==> config.mk <==
export PLATFORM = sky130hd
export DESIGN_NAME = serial_pattern_detector
export DESIGN_NICKNAME = d
export VERILOG_FILES = /design/src/rtl/serial_pattern_detector.sv
export SDC_FILE = /design/constraint.sdc
export NUM_CORES = 1
export LEC_CHECK = 0
export CORE_MARGIN = 2
export CORE_UTILIZATION = 48
export DETAILED_ROUTE_END_ITERATION = 8
export MAX_ROUTING_LAYER = met4
export PLACE_DENSITY = 0.82
export SETUP_SLACK_MARGIN = 0.4
export SLEW_MARGIN = 0
export SYNTH_ARGS = -nofsm -noshare
export SYNTH_HDL_FRONTEND = slang
export SYNTH_SLANG_ARGS = --single-unit
export TNS_END_PERCENT = 5
==> constraint.sdc <==
create_clock -name CLK -period 2.64 [get_ports CLK]
set_input_delay 0.396 -clock CLK [delete_from_list [all_inputs] [get_ports CLK]]
set_output_delay 0.396 -clock CLK [all_outputs]
set_load 0.01 [all_outputs]
==> src/rtl/serial_pattern_detector.sv <==
// Serial pattern detector: shifts in one bit per enabled clock, flags a
// match of the last WIDTH bits against PATTERN (overlapping), and keeps a
// saturating hit count. All outputs come straight from flops.
//
// Ports:
//   CLK    - clock, rising edge
//   RST_L  - asynchronous active-low reset
//   D      - serial data in
//   EN     - sample enable; low freezes the datapath
//   CLR    - synchronous clear, wins over EN
//   Q      - last sampled bit
//   SHIFT  - last WIDTH sampled bits, bit 0 newest
//   READY  - WIDTH bits captured since reset/clear
//   MATCH  - one-cycle hit pulse
//   COUNT  - saturating hit count
module serial_pattern_detector #(
    parameter int unsigned       WIDTH   = 4,
    parameter logic [WIDTH-1:0]  PATTERN = WIDTH'(4'b1011),
    parameter int unsigned       CNT_W   = 8
) (
    input  logic             CLK,
    input  logic             RST_L,
    input  logic             D,
    input  logic             EN,
    input  logic             CLR,
    output logic             Q,
    output logic [WIDTH-1:0] SHIFT,
    output logic             READY,
    output logic             MATCH,
    output logic [CNT_W-1:0] COUNT
);

    // Fill counter spans 0..WIDTH so the increment on the last fill edge never wraps.
    localparam int unsigned FILL_W = $clog2(WIDTH + 1);

    typedef enum logic {
        FILL = 1'b0,
        RUN  = 1'b1
    } state_t;

    state_t             state;
    state_t             state_n;
    logic [FILL_W-1:0]  fill;
    logic [FILL_W-1:0]  fill_n;
    logic               q_n;
    logic [WIDTH-1:0]   shift_n;
    logic               match_n;
    logic [CNT_W-1:0]   count_n;

    // State and datapath registers.
    always_ff @(posedge CLK or negedge RST_L) begin
        if (!RST_L) begin
            state <= FILL;
            fill  <= '0;
            Q     <= 1'b0;
            SHIFT <= '0;
            MATCH <= 1'b0;
            COUNT <= '0;
        end else begin
            state <= state_n;
            fill  <= fill_n;
            Q     <= q_n;
            SHIFT <= shift_n;
            MATCH <= match_n;
            COUNT <= count_n;
        end
    end

    // Next-state and next-output logic.
    always_comb begin
        state_n = state;
        fill_n  = fill;
        q_n     = Q;
        shift_n = SHIFT;
        match_n = 1'b0;
        count_n = COUNT;

        if (CLR) begin
            state_n = FILL;
            fill_n  = '0;
            q_n     = 1'b0;
            shift_n = '0;
            count_n = '0;
        end else if (EN) begin
            q_n     = D;
            shift_n = {SHIFT[WIDTH-2:0], D};
            if (state == FILL) begin
                fill_n = fill + FILL_W'(1);
                if (fill == FILL_W'(WIDTH - 1)) begin
                    state_n = RUN;
                end
            end
            // A hit only counts once the window is full, including the filling edge.
            match_n = (shift_n == PATTERN) && (state_n == RUN);
            if (match_n && (COUNT != {CNT_W{1'b1}})) begin
                count_n = COUNT + CNT_W'(1);
            end
        end
    end

    assign READY = (state == RUN);

endmodule
# Word level (Yosys, flattened, before mapping)
# Cells that the tools add are included.
totals:
  regBits: 18
  latch_bits: 0
  mem_bits_rw: 0
  rom_bits: 0
  input_bits: 5
  output_inout_bits: 15
  elab_cells: 36
  mem_count: 0
op_classes:
  add_sub_neg: 2
  n_mul: 0
  n_div: 0
  magnitude_cmp: 0
  eq_ne: 4
  shifts: 0
  n_mux: 18
  n_bitwise: 0
  reduce_logical: 6
ops:
  columns: ["op", "count"]
  rows:
  - ["$mux 8", 3]
  - ["$mux 1", 10]
  - ["$mux 3", 3]
  - ["$add 8x1->8 const B", 1]
  - ["$mux 4", 2]
  - ["$ne 8x8->1 const B", 1]
  - ["$eq 4x4->1 const B", 1]
  - ["$reduce_and 2->1", 2]
  - ["$reduce_bool 2->1", 2]
  - ["$add 3x1->3 const B", 1]
  - ["$eq 3x2->1 const B", 1]
  - ["$logic_and 1x1->1", 2]
  - ["$ne 2x2->1 const B", 1]

# Depth between registers and ports, before layout
# Gate-level depths: netlist (run 1).
logic_depth:
  word_depth: 10
  mapped_depth: 7
  ltp_nobuf: 6

# Least setup slack after synthesis (run 1)
# Ideal clock, no wire load.
synth_timing:
  kind: "reg2reg"
  from: "register fill[0]"
  to: "register COUNT[5]"
  setup_time_ns: 0.128
  t_arrival_ns: 1.729
  t_required_ns: 2.512
  path_slack_ns: 0.784
  stages_incl_launch_ff: 8
  n_path_buf: 1
  synth_period_minus_slack_ns: 1.856
  path_cell_list: "dfrtp_1 ha_1 ha_1 o211ai_4 or2_4 buf_6 nor4_2 mux2_1"
synth_via:
  elab_chain_len: 9
synth_lines:
  columns: ["item", "line_no", "text"]
  rows:
  - ["start: declaration", "43", "logic [FILL_W-1:0] fill;"]
  - ["start signal: assignment", "61", "fill <= fill_n;"]
  - ["$eq 3x2->1", "89", "if (fill == FILL_W'(WIDTH - 1)) begin"]
  - ["$mux 1", "89", null]
  - ["$mux 1", "87", "if (state == FILL) begin"]
  - ["$mux 1", "84", "end else if (EN) begin"]
  - ["$mux 1", "78", "if (CLR) begin"]
  - ["$logic_and 1x1->1", "94", "match_n = (shift_n == PATTERN) && (state_n == RUN);"]
  - ["$logic_and 1x1->1", "95", "if (match_n && (COUNT != {CNT_W{1'b1}})) begin"]
  - ["$reduce_bool 2->1 (no source line)", null, null]
  - ["$reduce_and 2->1 (no source line)", null, null]
  - ["end signal: assignment", "65", "COUNT <= count_n;"]
  - ["end: declaration", "30", "output logic [CNT_W-1:0] COUNT"]
# No other way between the ends. The select of a mux whose other input is x is not followed.
# A chain may end at the register's enable or synchronous reset.

# Final worst setup path (run 1)
# Same ends and word-level chain as after synthesis.

==> results of run 1 <==
[flip-flops by register name, summed over array words and instances, names as in the netlist]
| signal | cells |
|---|---|
| COUNT | 8 |
| fill | 3 |
| SHIFT | 4 |
| MATCH | 1 |
| READY | 1 |
[metal layers]
layer  wire length (um)  share of wire (%)
met1                755                 47
met2                765                 48
met3                 52                3.2
met4                 32                2.0
met5                  0                  0
[per-stage QoR]
stage,cells,instance area [um2],hold WS (ns),utilization (%)
2_1_floorplan,83,870,0.100,-
3_3_place_gp,124,1070,0.505,62.6
3_5_place_dp,124,1070,0.521,62.6
4_1_cts,128,1090,0.543,64.1
5_1_grt,128,1090,0.587,64.1
6_report,128,1090,0.526,64.1
[power by group through the flow]
stage	combinational [W]	sequential [W]	clock (W)
3_3_place_gp	0.0000434	0.000276	0
5_1_grt	0.0000497	0.000272	0.000154
6_report	0.0000435	0.000271	0.000139
3_5_place_dp	0.0000442	0.000277	0
2_1_floorplan	0.0000238	0.000276	0
4_1_cts	0.0000445	0.000271	0.000142
[worst paths after layout]
path	from	end	slack, ns	cells after the start
max	fill[0]	COUNT[5]	0.73	6
min	RST_L	SHIFT[3]	0.53	1
max reg2reg	fill[0]	COUNT[5]	0.73	6
min reg2reg	fill[1]	fill[1]	0.54	2
max in group asynchronous	RST_L	COUNT[3]	1.66	1
min in group CLK	fill[1]	fill[1]	0.54	2
[final cells by class]
class	instances	area share, %
inverters	2	0.686
well taps	25	2.86
flip-flops and latches	17	38.9
clock buffers	4	2.40
multi-input cells	59	36.5
repair buffers	21	18.7
[logic make-up after synthesis]
logic type	synth area share, %
muxes	8.20
xor gates and xnor gates	1.01
AOI/OAI and AO/OA	11.4
DFF	48.9
and+or+nand+nor	21.0
adders and majority gates	4.32
buffers and inverters	5.18
[worst max-delay path, delay by kind of cell, from the launching register on]
family,cells,cell delay [ns]
AND/OR/NAND/NOR,2,0.57
flip-flops,1,0.38
adder cells (fa/ha/maj),2,0.37
multiplexers,1,0.37
AO/OA/AOI/OAI,1,0.11
[layout by cell type, fill, tap and decap left out]
cell type        count
clkdlybuf4s50_1     19
dfrtp_1             17
nor2_1              13
a21oi_1              6
mux2i_1              6
nand3_1              4
o31ai_1              3
nor2b_1              3
nand2_1              3
ha_1                 3
clkbuf_4             3
inv_1                2
or3_1                2
o21ai_0              2
nor4_1               2
a211oi_1             2
or4_1                2
buf_4                2
nand3b_1             1
o211ai_4             1
or2_4                1
nand4_1              1
or3b_1               1
xnor2_1              1
nor4_2               1
mux2_1               1
clkbuf_1             1
==> impl_metrics.tcl, run 1 <==
set metrics [dict create \
    status "completed" \
    antenna_found_initial 0 \
    p_sw_share_pct 23.7 \
    fillers 141 \
    rsz0062_at_grt "false" \
    period_minus_slack_ns 1.91 \
    grt.overflow.total 0 \
    multi_input_area_um2 399 \
    ys_ff_latch 17 \
    yosysWarningCount 0 \
    setup_viol 0 \
    skew_ns 0.00462 \
    power.combinational.fraction_pct 9.6 \
    num_io_pins 20 \
    fp.dieW_um 46.6 \
    core_area_mm2 0.00171 \
    cts_hold_buf 0 \
    required_ns 2.81 \
    setup_ws_ns 0.729 \
    ys_top_cells_by_count "dfrtp_1, nor2_1, a21oi_1, mux2i_1, nand3_1" \
    fin_nets 112 \
    cts_buffers 3 \
    netlist_instances 83 \
    postSynth.asyncResetShare_pct 100 \
    yosys-top-cells-area "dfrtp_1, mux2i_1, nor2_1, ha_1, a21oi_1" \
    drcViolationCount 0 \
    postCtsSetupRepairBufs 0 \
    grt_pass1_vias 623 \
    p_leak_nw 0.443 \
    dieArea_mm2 0.00217 \
    row_count 15 \
    gp_congestion 0.833 \
    yosys.area.top_type "dfrtp_1" \
    drive_above_1_share_pct 7.77 \
    syn_avg_cell_area_um2 10.5 \
    wire_per_inst_um 12.5 \
    startpoint_type "flip-flop" \
    antenna_left 0 \
    crit_chain "ha_1 -> ha_1 -> o211ai_4 -> or2_4 -> nor4_2 -> mux2_1" \
    worst_pin_slew_ns 0.716 \
    clk_pin_slew_ns 0.10 \
    grt_max_degree 18 \
    regArea_um2 425 \
    num_antenna_cells 0 \
    vias 679 \
    clock-root-buffer "clkbuf_4" \
    vias_per_cell 5.30 \
    power.density_mw_per_mm2 415 \
    p_switching_w 0.000108 \
    grt_pass1_wl_um 2660 \
    cts_max_path_buffers 2 \
    worst_setup_path_end_kind "flip-flop" \
    fmax_mhz 523 \
    peakVddDrop_uv 332 \
    tritoncts "yes" \
    setup_tns_ns 0 \
    crit_fanout 12 \
    seq_power_share_pct 59.8 \
    dp_hpwl_um 1210 \
    cpMostUsedCell "ha_1" \
    grt.total_usage_pct 18.2 \
    grt_use_met3_pct 4.71 \
    hold_class "input port to async pin" \
    clkLatencyLatePin_ns 0.29 \
    slew_headroom_pct 52.1 \
    drt_wl_total_um 1610 \
    syn-num-nets 91 \
    finalPower_w 0.000454 \
    grt_busiest_layer "met2" \
    cts_num_sinks 17 \
    drt_iter0_markers 5 \
    maxSlewViolCount 0 \
    crit_path_max_incr_delay_ns 0.38 \
    use_met2_pct 26.9 \
    die_y_um 46.6 \
    synth.top_cell.area_share_pct 48.9 \
    synth.distinct_cells 27 \
    met1_usage_pct 23.2 \
    hold_viol_final 0 \
    htree_levels 1 \
    ys_seq_area_share_pct 48.9 \
    area_growth_pct 25.9 \
    synth_edf_count 0 \
    ctsResizeCount 0 \
    drtPass1Iterations 4 \
    internal_power_w 0.000346 \
    initial_core_util_pct 50.9 \
    critPathArrivalTime_ns 2.08 \
    synth.most_common_cell "dfrtp_1" \
    period_share_pct 72.4 \
    port_buffers 19 \
    crit_type "flip-flop to flip-flop" \
    syn_area_um2 870 \
    maxCapViolCount 0 \
    slowest_stage "dfrtp_1" \
    dp_slack_ns 0.539 \
    synthFlopType "dfrtp_1" \
    pwr-share-clk_pct 30.7 \
]
(Power assumes the default switching activity.)
==> run 2: changes to the inputs <==
CORE_UTILIZATION = 43   (was 48)
PLACE_DENSITY = 0.78   (was 0.82)
clock period = 1.7 ns   (was 2.64 ns; I/O delays follow)
==> run 2 against run 1 <==
  * Sequential power rose by 55%
  * Sequential cell count did not move
  * Combinational power up 93%
  * Clock power up 53%
  * Routed wire length rose by 15%
  * The flow now finishes with violations (setup timing)
  * Maximum frequency is 8.0% higher
  * Clock skew rose by 0.0031 ns
  * Worst hold slack worse by 0.24 ns
  * Via count increased by 8.7%
  * Final area is 9.5% higher
  * Register-to-register slack worse by 0.80 ns
==> impl_metrics.tcl, run 2 (synthesis results as in run 1) <==
set metrics [dict create \
    status "complete, but fails checks" \
    violations "setup timing" \
    clkLatencyLatePin_ns 0.29 \
    peakVddDrop_uv 441 \
    crit_type "flip-flop to flip-flop" \
    die_y_um 49.0 \
    final_common_cell "dfrtp_1" \
    hold_viol_final 0 \
    grt.total_usage_pct 17.9 \
    slowest_stage "or4_1" \
    slew_headroom_pct 75.5 \
    hold_ws_ns 0.284 \
    num_io_pins 20 \
    port_buffers 19 \
    hold_class "input port to async pin" \
    maxSlewViolCount 0 \
    maxCapViolCount 0 \
    grt.overflow.total 0 \
    tritoncts "yes" \
    num_antenna_cells 0 \
    required_ns 1.92 \
    drt_wl_total_um 1840 \
    crit_fanout 5 \
    crit_chain "ha_2 -> ha_4 -> o211ai_4 -> or2_4 -> or4_1 -> a21oi_1" \
    cts_max_path_buffers 2 \
    drcViolationCount 0 \
    startpoint_type "flip-flop" \
    cts_num_sinks 17 \
    power.density_mw_per_mm2 598 \
    area_growth_pct 37.8 \
    critPathArrivalTime_ns 1.99 \
    drive_above_1_share_pct 25.9 \
    period_minus_slack_ns 1.77 \
    wire_per_inst_um 13.3 \
    place_area_mm2 0.00114 \
    rsz0062_at_grt "true" \
    dp_slack_ns -0.192 \
    setup_viol 5 \
    dp_hpwl_um 1310 \
    initial_core_util_pct 44.8 \
    worst_pin_slew_ns 0.366 \
    fmax_mhz 565 \
    setup_ws_ns -0.0689 \
    grt_pass1_vias 703 \
    cts_hold_buf 0 \
    clock-root-buffer "clkbuf_4" \
    cts_buffers 3 \
    skew_ns 0.00769 \
    vias_per_cell 5.31 \
    fp.dieW_um 49.0 \
    vias 738 \
    period_share_pct 104 \
    row_count 16 \
    top_regs "COUNT x8, SHIFT x4, fill x3" \
    layout_common_cells "dfrtp_1, nor2_1, dlygate4sd2_1, buf_4" \
    largest_reg_flops 8 \
    antenna_found_initial 0 \
    grt_pass1_wl_um 3240 \
    dieArea_mm2 0.00240 \
    design_area_mm2 0.00120 \
    worst_setup_path_end_kind "flip-flop" \
    core_area_mm2 0.00194 \
    gp_congestion 0.854 \
    finalPower_w 0.000717 \
    htree_levels 1 \
    drt_iter0_markers 8 \
    clk_pin_slew_ns 0.10 \
    grt_max_degree 18 \
    p_leak_nw 0.547 \
    top_register "COUNT" \
    crit_path_max_incr_delay_ns 0.50 \
    final_util_pct 61.7 \
    fin_nets 121 \
    antenna_left 0 \
    drtPass1Iterations 4 \
]
==> run 2: cell types whose count changed in the layout (fill, tap and decap cells not counted), moves of 2 or more <==
cell             delta
clkdlybuf4s50_1    -13
dlygate4sd2_1      +10
buf_4               +8
ha_1                -2
buf_2               +2
a21oi_1             -2
a21oi_2             +2
==> run 2: stage by stage <==
stage | setup TNS [ns] | cells
6_report | -0.222 | 139
5_1_grt | -0.659 | 139
4_1_cts | -0.354 | 138
3_5_place_dp | -1.09 | 133
3_3_place_gp | -0.886 | 133
2_1_floorplan | -0.121 | 83
==> run 2: power breakdown <==
| part | switching, W | internal (W) |
|---|---|---|
| Combinational | 0.0000412 | 0.0000428 |
| Clock | 0.000122 | 0.0000913 |
| Sequential | 0.00000644 | 0.000414 |
| Total | 0.000170 | 0.000548 |
==> run 2: path summary, 6_finish.rpt <==
kind	startpoint	endpoint	slack, ns	cells past startpoint
setup reg to reg	fill[1]	COUNT[4]	-0.07	6
setup / recovery	fill[1]	COUNT[4]	-0.07	6
min in group CLK	SHIFT[3]	SHIFT[3]	0.53	2
max in group asynchronous	RST_L	READY	1.20	2
hold / removal	RST_L	COUNT[1]	0.28	2
hold reg to reg	SHIFT[3]	SHIFT[3]	0.53	2
==> run 2: metal layers <==
layer,vias to the layer above,part of all wire (%),track usage (%)
li1,351,-,-
met1,367,44,20.7
met2,18,52,31.5
met3,2,3.9,3.07
met4,0,0.43,5.71
met5,-,0,-
==> run 2: final cells by class <==
cell class | count | area [um2]
inverters | 2 | 7.51
fillers | 187 | 743
multi-input cells | 59 | 449
flip-flops and latches | 17 | 427
well taps | 27 | 33.8
clock buffers | 4 | 26.3
repair buffers | 30 | 255
==> run 2: repair_timing <==
item / 4_1_cts / 5_1_grt
setup buffers: 1 / 1
setup endpoints to repair: 27 / 20
endpoints found under the hold margin: 0 / 0
resized for setup: 27 / 4
pin swaps: 5 / 6
==> run 2: worst max-delay path: cells and delay by family (launching register included) <==
family	cells	cell delay (ns)
simple gates	2	0.79
fa+ha+maj	2	0.33
flops	1	0.36
compound gates	2	0.22
==> RTL edit 1: new RTL, config.mk and constraints of run 2 <==
Register the output `COUNT` once more; this adds one clock of latency there. The other outputs are not delayed to match.
--- a/src/rtl/serial_pattern_detector.sv
+++ b/src/rtl/serial_pattern_detector.sv
@@ -38,6 +38,8 @@
         RUN  = 1'b1
     } state_t;
 
+    logic [CNT_W-1:0] COUNT_s0;
+
     state_t             state;
     state_t             state_n;
     logic [FILL_W-1:0]  fill;
@@ -55,14 +57,14 @@
             Q     <= 1'b0;
             SHIFT <= '0;
             MATCH <= 1'b0;
-            COUNT <= '0;
+            COUNT_s0 <= '0;
         end else begin
             state <= state_n;
             fill  <= fill_n;
             Q     <= q_n;
             SHIFT <= shift_n;
             MATCH <= match_n;
-            COUNT <= count_n;
+            COUNT_s0 <= count_n;
         end
     end
 
@@ -73,7 +75,7 @@
         q_n     = Q;
         shift_n = SHIFT;
         match_n = 1'b0;
-        count_n = COUNT;
+        count_n = COUNT_s0;
 
         if (CLR) begin
             state_n = FILL;
@@ -92,12 +94,16 @@
             end
             // A hit only counts once the window is full, including the filling edge.
             match_n = (shift_n == PATTERN) && (state_n == RUN);
-            if (match_n && (COUNT != {CNT_W{1'b1}})) begin
-                count_n = COUNT + CNT_W'(1);
+            if (match_n && (COUNT_s0 != {CNT_W{1'b1}})) begin
+                count_n = COUNT_s0 + CNT_W'(1);
             end
         end
     end
 
     assign READY = (state == RUN);
 
+    always_ff @(posedge CLK) begin
+        COUNT <= COUNT_s0;
+    end
+
 endmodule
Formal check against the unedited RTL: not equivalent (a bounded check fails within 10 cycles, from zero or initial values and one cycle with RST_L low).
==> RTL edit 1 against run 2 <==
- die area is 22% higher
- global-route usage is 1.6 points lower
- non-clock buffer count stayed put
- clock skew is 0.0011 ns lower
- via count is 2.7% higher
- area after synthesis is 24% higher
- sequential cell count is 8 higher
- design area is 22% higher
- setup slack better by 0.11 ns
- fmax is 6.5% higher
- total power is 34% higher
- wire length is 6.7% higher
- critical path depth is 1 higher
==> RTL edit 1: results (changes against run 2) <==
* Post-DP HPWL at 1480 um (was 1310 um)
* Fin Clk Skew at 0.00659 ns (was 0.00769 ns)
* Layout fillers at 195 (was 187)
* Regs by FF count: COUNT x8, COUNT_s0 x8, SHIFT x4 (was COUNT x8, SHIFT x4, fill x3)
* Root Driver: clkbuf_4 (unchanged)
* Drt pass-1 iters at 3 (was 4)
* Bufs on Longest Clock Path at 2 (unchanged)
* Max VDD drop at 0.392 mV (was 0.441 mV)
* Yosys cell types at 33 (was 27)
* Worst-Skew Late Latency at 0.31 ns (was 0.29 ns)
* RePlAce Congestion at 0.826 (was 0.854)
* Slew Limit Headroom at 76.9% (was 75.5%)
* Asr flop ratio synth at 68.0% (was 100%)
* Cells after synthesis at 90 (was 83)
* Maximum fanout along the worst path at 4 (was 5)
* Dpl cells at 145 (was 133)
* Static Leak at 0.701 nW (was 0.547 nW)
* Via density at 5.05 (was 5.31)
* 1st-iter DRT viols at 7 (was 8)
* Vias in the first global route at 731 (was 703)
* Final nets at 129 (was 121)
* CP Data Arrival Time at 1.87 ns (was 1.99 ns)
* GRT Total Usage at 16.3% (was 17.9%)
* Syn_nets at 98 (was 91)
* Share of layout cells above drive strength 1 at 27.5% (was 25.9%)
* Reg clk slew, reported paths at 0.13 ns (was 0.10 ns)
* R2R setup slack at 0.04 ns (was -0.07 ns)
* Sequential fraction of the synthesis area at 54.3% (was 48.9%)
* Via count at 758 (was 738)
* Avg WL per Cell at 13.1 um (was 13.3 um)
* First-pass GRT wire length at 3320 um (was 3240 um)
* Antenna diodes at 0 (unchanged)
* Post-synth top cells: dfrtp_1 (17), nor2_1 (15), dfxtp_1 (8) (was dfrtp_1 (17), nor2_1 (13), a21oi_1 (6), mux2i_1 (6), nand3_1 (4))
* Outcome: finished, final reports clean (was finished, violations left)
* Synth area leaders: dfrtp_1 (39%), dfxtp_1 (15%), mux2i_1 (5.6%) (was dfrtp_1 (49%), mux2i_1 (6.9%), nor2_1 (5.6%))
## RTL edit 1: metal layers
metal / vias up / part of all wire [%] / global-route usage, %
met5: - / 0 / -
met4: 0 / 0.30 / 3.75
met3: 2 / 2.7 / 3.33
met2: 9 / 52 / 27.0
met1: 372 / 45 / 20.5
li1: 375 / - / -
## RTL edit 1: what timing repair did
action                                  CTS  global route
setup buffers                             1             0
endpoints found under the setup margin   24            25
pin swaps                                 5             3
gates resized for setup                   2            13
## RTL edit 1: cell type report
class	instances	area (um2)	share of cell area, %
flip-flops and latches	25	589	40.4
multi-input cells	59	503	34.5
repair buffers	30	295	20.2
well taps	30	37.5	2.57
clock buffers	4	26.3	1.80
inverters	2	7.51	0.515
## RTL edit 1: worst paths after layout
path,start,end,cells after the start
max in group asynchronous,RST_L,READY,2
worst max-delay path,fill[1],COUNT_s0[5],7
worst min register to register,COUNT_s0[7],COUNT[7],0
worst max register to register,fill[1],COUNT_s0[5],7
min in group CLK,COUNT_s0[7],COUNT[7],0
worst min-delay path,RST_L,COUNT_s0[6],2
## RTL edit 1: through the flow
| stage | hold WS (ns) | setup slack, ns | power, mW | instance area, um2 |
|---|---|---|---|---|
| final | 0.246 | 0.0385 | 0.960 | 1460 |
| after global routing | 0.256 | -0.0259 | 1.01 | 1460 |
| after global placement | 0.447 | -0.0568 | 0.700 | 1370 |
| after detailed placement | 0.456 | -0.0976 | 0.706 | 1370 |
| after floorplan | -0.0406 | 0.0234 | 0.663 | 1090 |
| after CTS | 0.237 | 0.0429 | 0.977 | 1410 |
## RTL edit 1: where the power goes
group,internal (mW),switching [mW]
Clock,0.0914,0.168
Combinational,0.0472,0.0420
Sequential,0.602,0.0101
Total,0.740,0.220
## RTL edit 1: logic make-up (layout without fill, tap and decap cells)
group                      count (synthesis)  count (layout)  synth area share (%)
and+or+nand+nor                           34              34                  18.1
DFF                                       25              25                  54.3
AOI/OAI and AO/OA                         11              11                  10.2
muxes                                      8               8                  7.66
buffers and inverters                      6              36                  3.83
adders and majority gates                  3               3                  3.48
xor gates and xnor gates                   3               3                  2.44
## RTL edit 1: critical path, cell delays in order, from the launching register on
cell and delay, ns:
dfrtp_1 0.42, ha_4 0.15, ha_4 0.13, o211ai_4 0.08, buf_12 0.14, a211oi_4 0.16
nand4_1 0.15, mux2_4 0.32
==> RTL edit 2: new RTL, settings of run 2 <==
Without the edit above. Set the parameter `WIDTH` to 16 (it was 4).
--- a/src/rtl/serial_pattern_detector.sv
+++ b/src/rtl/serial_pattern_detector.sv
@@ -14,7 +14,7 @@
 //   MATCH  - one-cycle hit pulse
 //   COUNT  - saturating hit count
 module serial_pattern_detector #(
-    parameter int unsigned       WIDTH   = 4,
+    parameter int unsigned       WIDTH   = 16,
     parameter logic [WIDTH-1:0]  PATTERN = WIDTH'(4'b1011),
     parameter int unsigned       CNT_W   = 8
 ) (
Interface: changed (resized SHIFT); port bits go from 20 to 32. No check against the original RTL was run, so the function may have changed too.
==> RTL edit 2 against run 2 <==
- design area increased by 87%
- setup slack lost 0.26 ns
- wire length grew 93%
- critical endpoint is now COUNT[5]
- the flow still finishes with violations (setup timing)
- area after synthesis up 64%
- total power rose by 90%
- sequential cell count rose by 14
- non-clock buffer count increased by 35
- count of clock-buffer cells in the layout rose by 4
- hold slack better by 0.021 ns
- cell count is 72% higher
==> RTL edit 2: results (changes against run 2) <==
* Outcome: finished, violations left (unchanged)
* Failing checks: setup timing (unchanged)
* Fin Clk Skew at 0.0107 ns (was 0.00769 ns)
* Worst-Skew Late Latency at 0.33 ns (was 0.29 ns)
* Largest net degree at the start of global routing at 32 (was 18)
* Adder-Cell Fraction of Synth Area at 2.63% (was 4.32%)
* Post-synth top cells: dfrtp_1 (31), nor2_1 (27), mux2i_1 (18) (was dfrtp_1 (17), nor2_1 (13), a21oi_1 (6), mux2i_1 (6), nand3_1 (4))
* Met1 Use GR at 27.4% (was 20.7%)
* Syn_nets at 138 (was 91)
* Num CTS Buffers at 5 (was 3)
* Share of layout cells above drive strength 1 at 40.0% (was 25.9%)
* RePlAce Congestion at 0.920 (was 0.854)
* Maximum fanout along the worst path at 6 (was 5)
* Setup ws final at -0.329 ns (was -0.0689 ns)
* # setup viols final at 6 (was 5)
* Xor/xnor cell area share of the yosys netlist at 3.07% (was 1.01%)
* Met2 Wirelength at 1820 um (was 954 um)
* FF-to-FF End: COUNT[5] (was COUNT[4])
* H-tree levels at 2 (was 1)
* Via density at 5.13 (was 5.31)
* M2 GR Usage at 35.5% (was 31.5%)
* Area after DPL at 0.00204 mm2 (was 0.00114 mm2)
* Static Leak at 1.18 nW (was 0.547 nW)
* Setup TNS at -1.46 ns (was -0.222 ns)
* Post-DP HPWL at 2320 um (was 1310 um)
* Met3 routed WL at 160 um (was 71 um)
* CP Data Arrival Time at 2.30 ns (was 1.99 ns)
* GRT Total Usage at 22.2% (was 17.9%)
* First-pass GRT wire length at 5760 um (was 3240 um)
* Internal power at 1.04 mW (was 0.548 mW)
* Synth Area in Compound Gates at 5.00% (was 11.4%)
* Reg2reg path depth at 7 (was 6)
* PortBufs at 31 (was 19)
* Met3 usage at 6.93% (was 3.07%)
* Sequential fraction of the synthesis area at 54.4% (was 48.9%)
* Worst-margin pin slew at 0.390 ns (was 0.366 ns)
* Yosys cell types at 31 (was 27)
* Max VDD drop at 0.542 mV (was 0.441 mV)
* Met1 WL at 1520 um (was 810 um)
[RTL edit 2: power groups by stage]
stage | logic (mW) | clock network [mW] | registers [mW]
floorplan | 0.0511 | 0 | 0.769
global placement | 0.108 | 0 | 0.765
detailed placement | 0.111 | 0 | 0.766
CTS | 0.116 | 0.506 | 0.751
global route | 0.129 | 0.554 | 0.754
finish | 0.118 | 0.492 | 0.752
[RTL edit 2: layout make-up]
type | instances | area, um2 | area share, %
Sequential cell | 31 | 776 | 34.6
Timing Repair Buffer | 65 | 638 | 28.5
Clock buffer | 8 | 68.8 | 3.07
Multi-Input combinational cell | 90 | 701 | 31.3
Inverter | 1 | 3.75 | 0.167
Tap cell | 44 | 55.1 | 2.46
[RTL edit 2: worst max path at each step]
stage / to / slack (ns) / cells past startpoint
final: COUNT[5] / -0.33 / 7
after global routing: COUNT[5] / -0.46 / 7
after CTS: COUNT[5] / -0.33 / 7
after detailed placement: COUNT[5] / -0.40 / 7
after global placement: COUNT[5] / -0.32 / 7
after floorplan: COUNT[5] / -0.40 / 8
[RTL edit 2: kinds of logic after synthesis]
logic type / Yosys count
and+or+nand+nor: 52
adders and majority gates: 3
AOI/OAI and AO/OA: 12
buffers and inverters: 9
DFF: 31
xor gates and xnor gates: 5
muxes: 18
[RTL edit 2: critical path: stages, from the launching register on]
cell and delay [ns]:
dfrtp_1 0.37, ha_2 0.19, and3_4 0.18, ha_4 0.14
o2111ai_4 0.11, or3_4 0.43, or4_4 0.43, a21oi_2 0.14
[RTL edit 2: per-stage QoR]
step                      std cells  hold WS, ns
final                           239        0.305
after global routing            239        0.319
after CTS                       239        0.319
after detailed placement        230        0.525
after global placement          230        0.500
after floorplan                 130      -0.0406
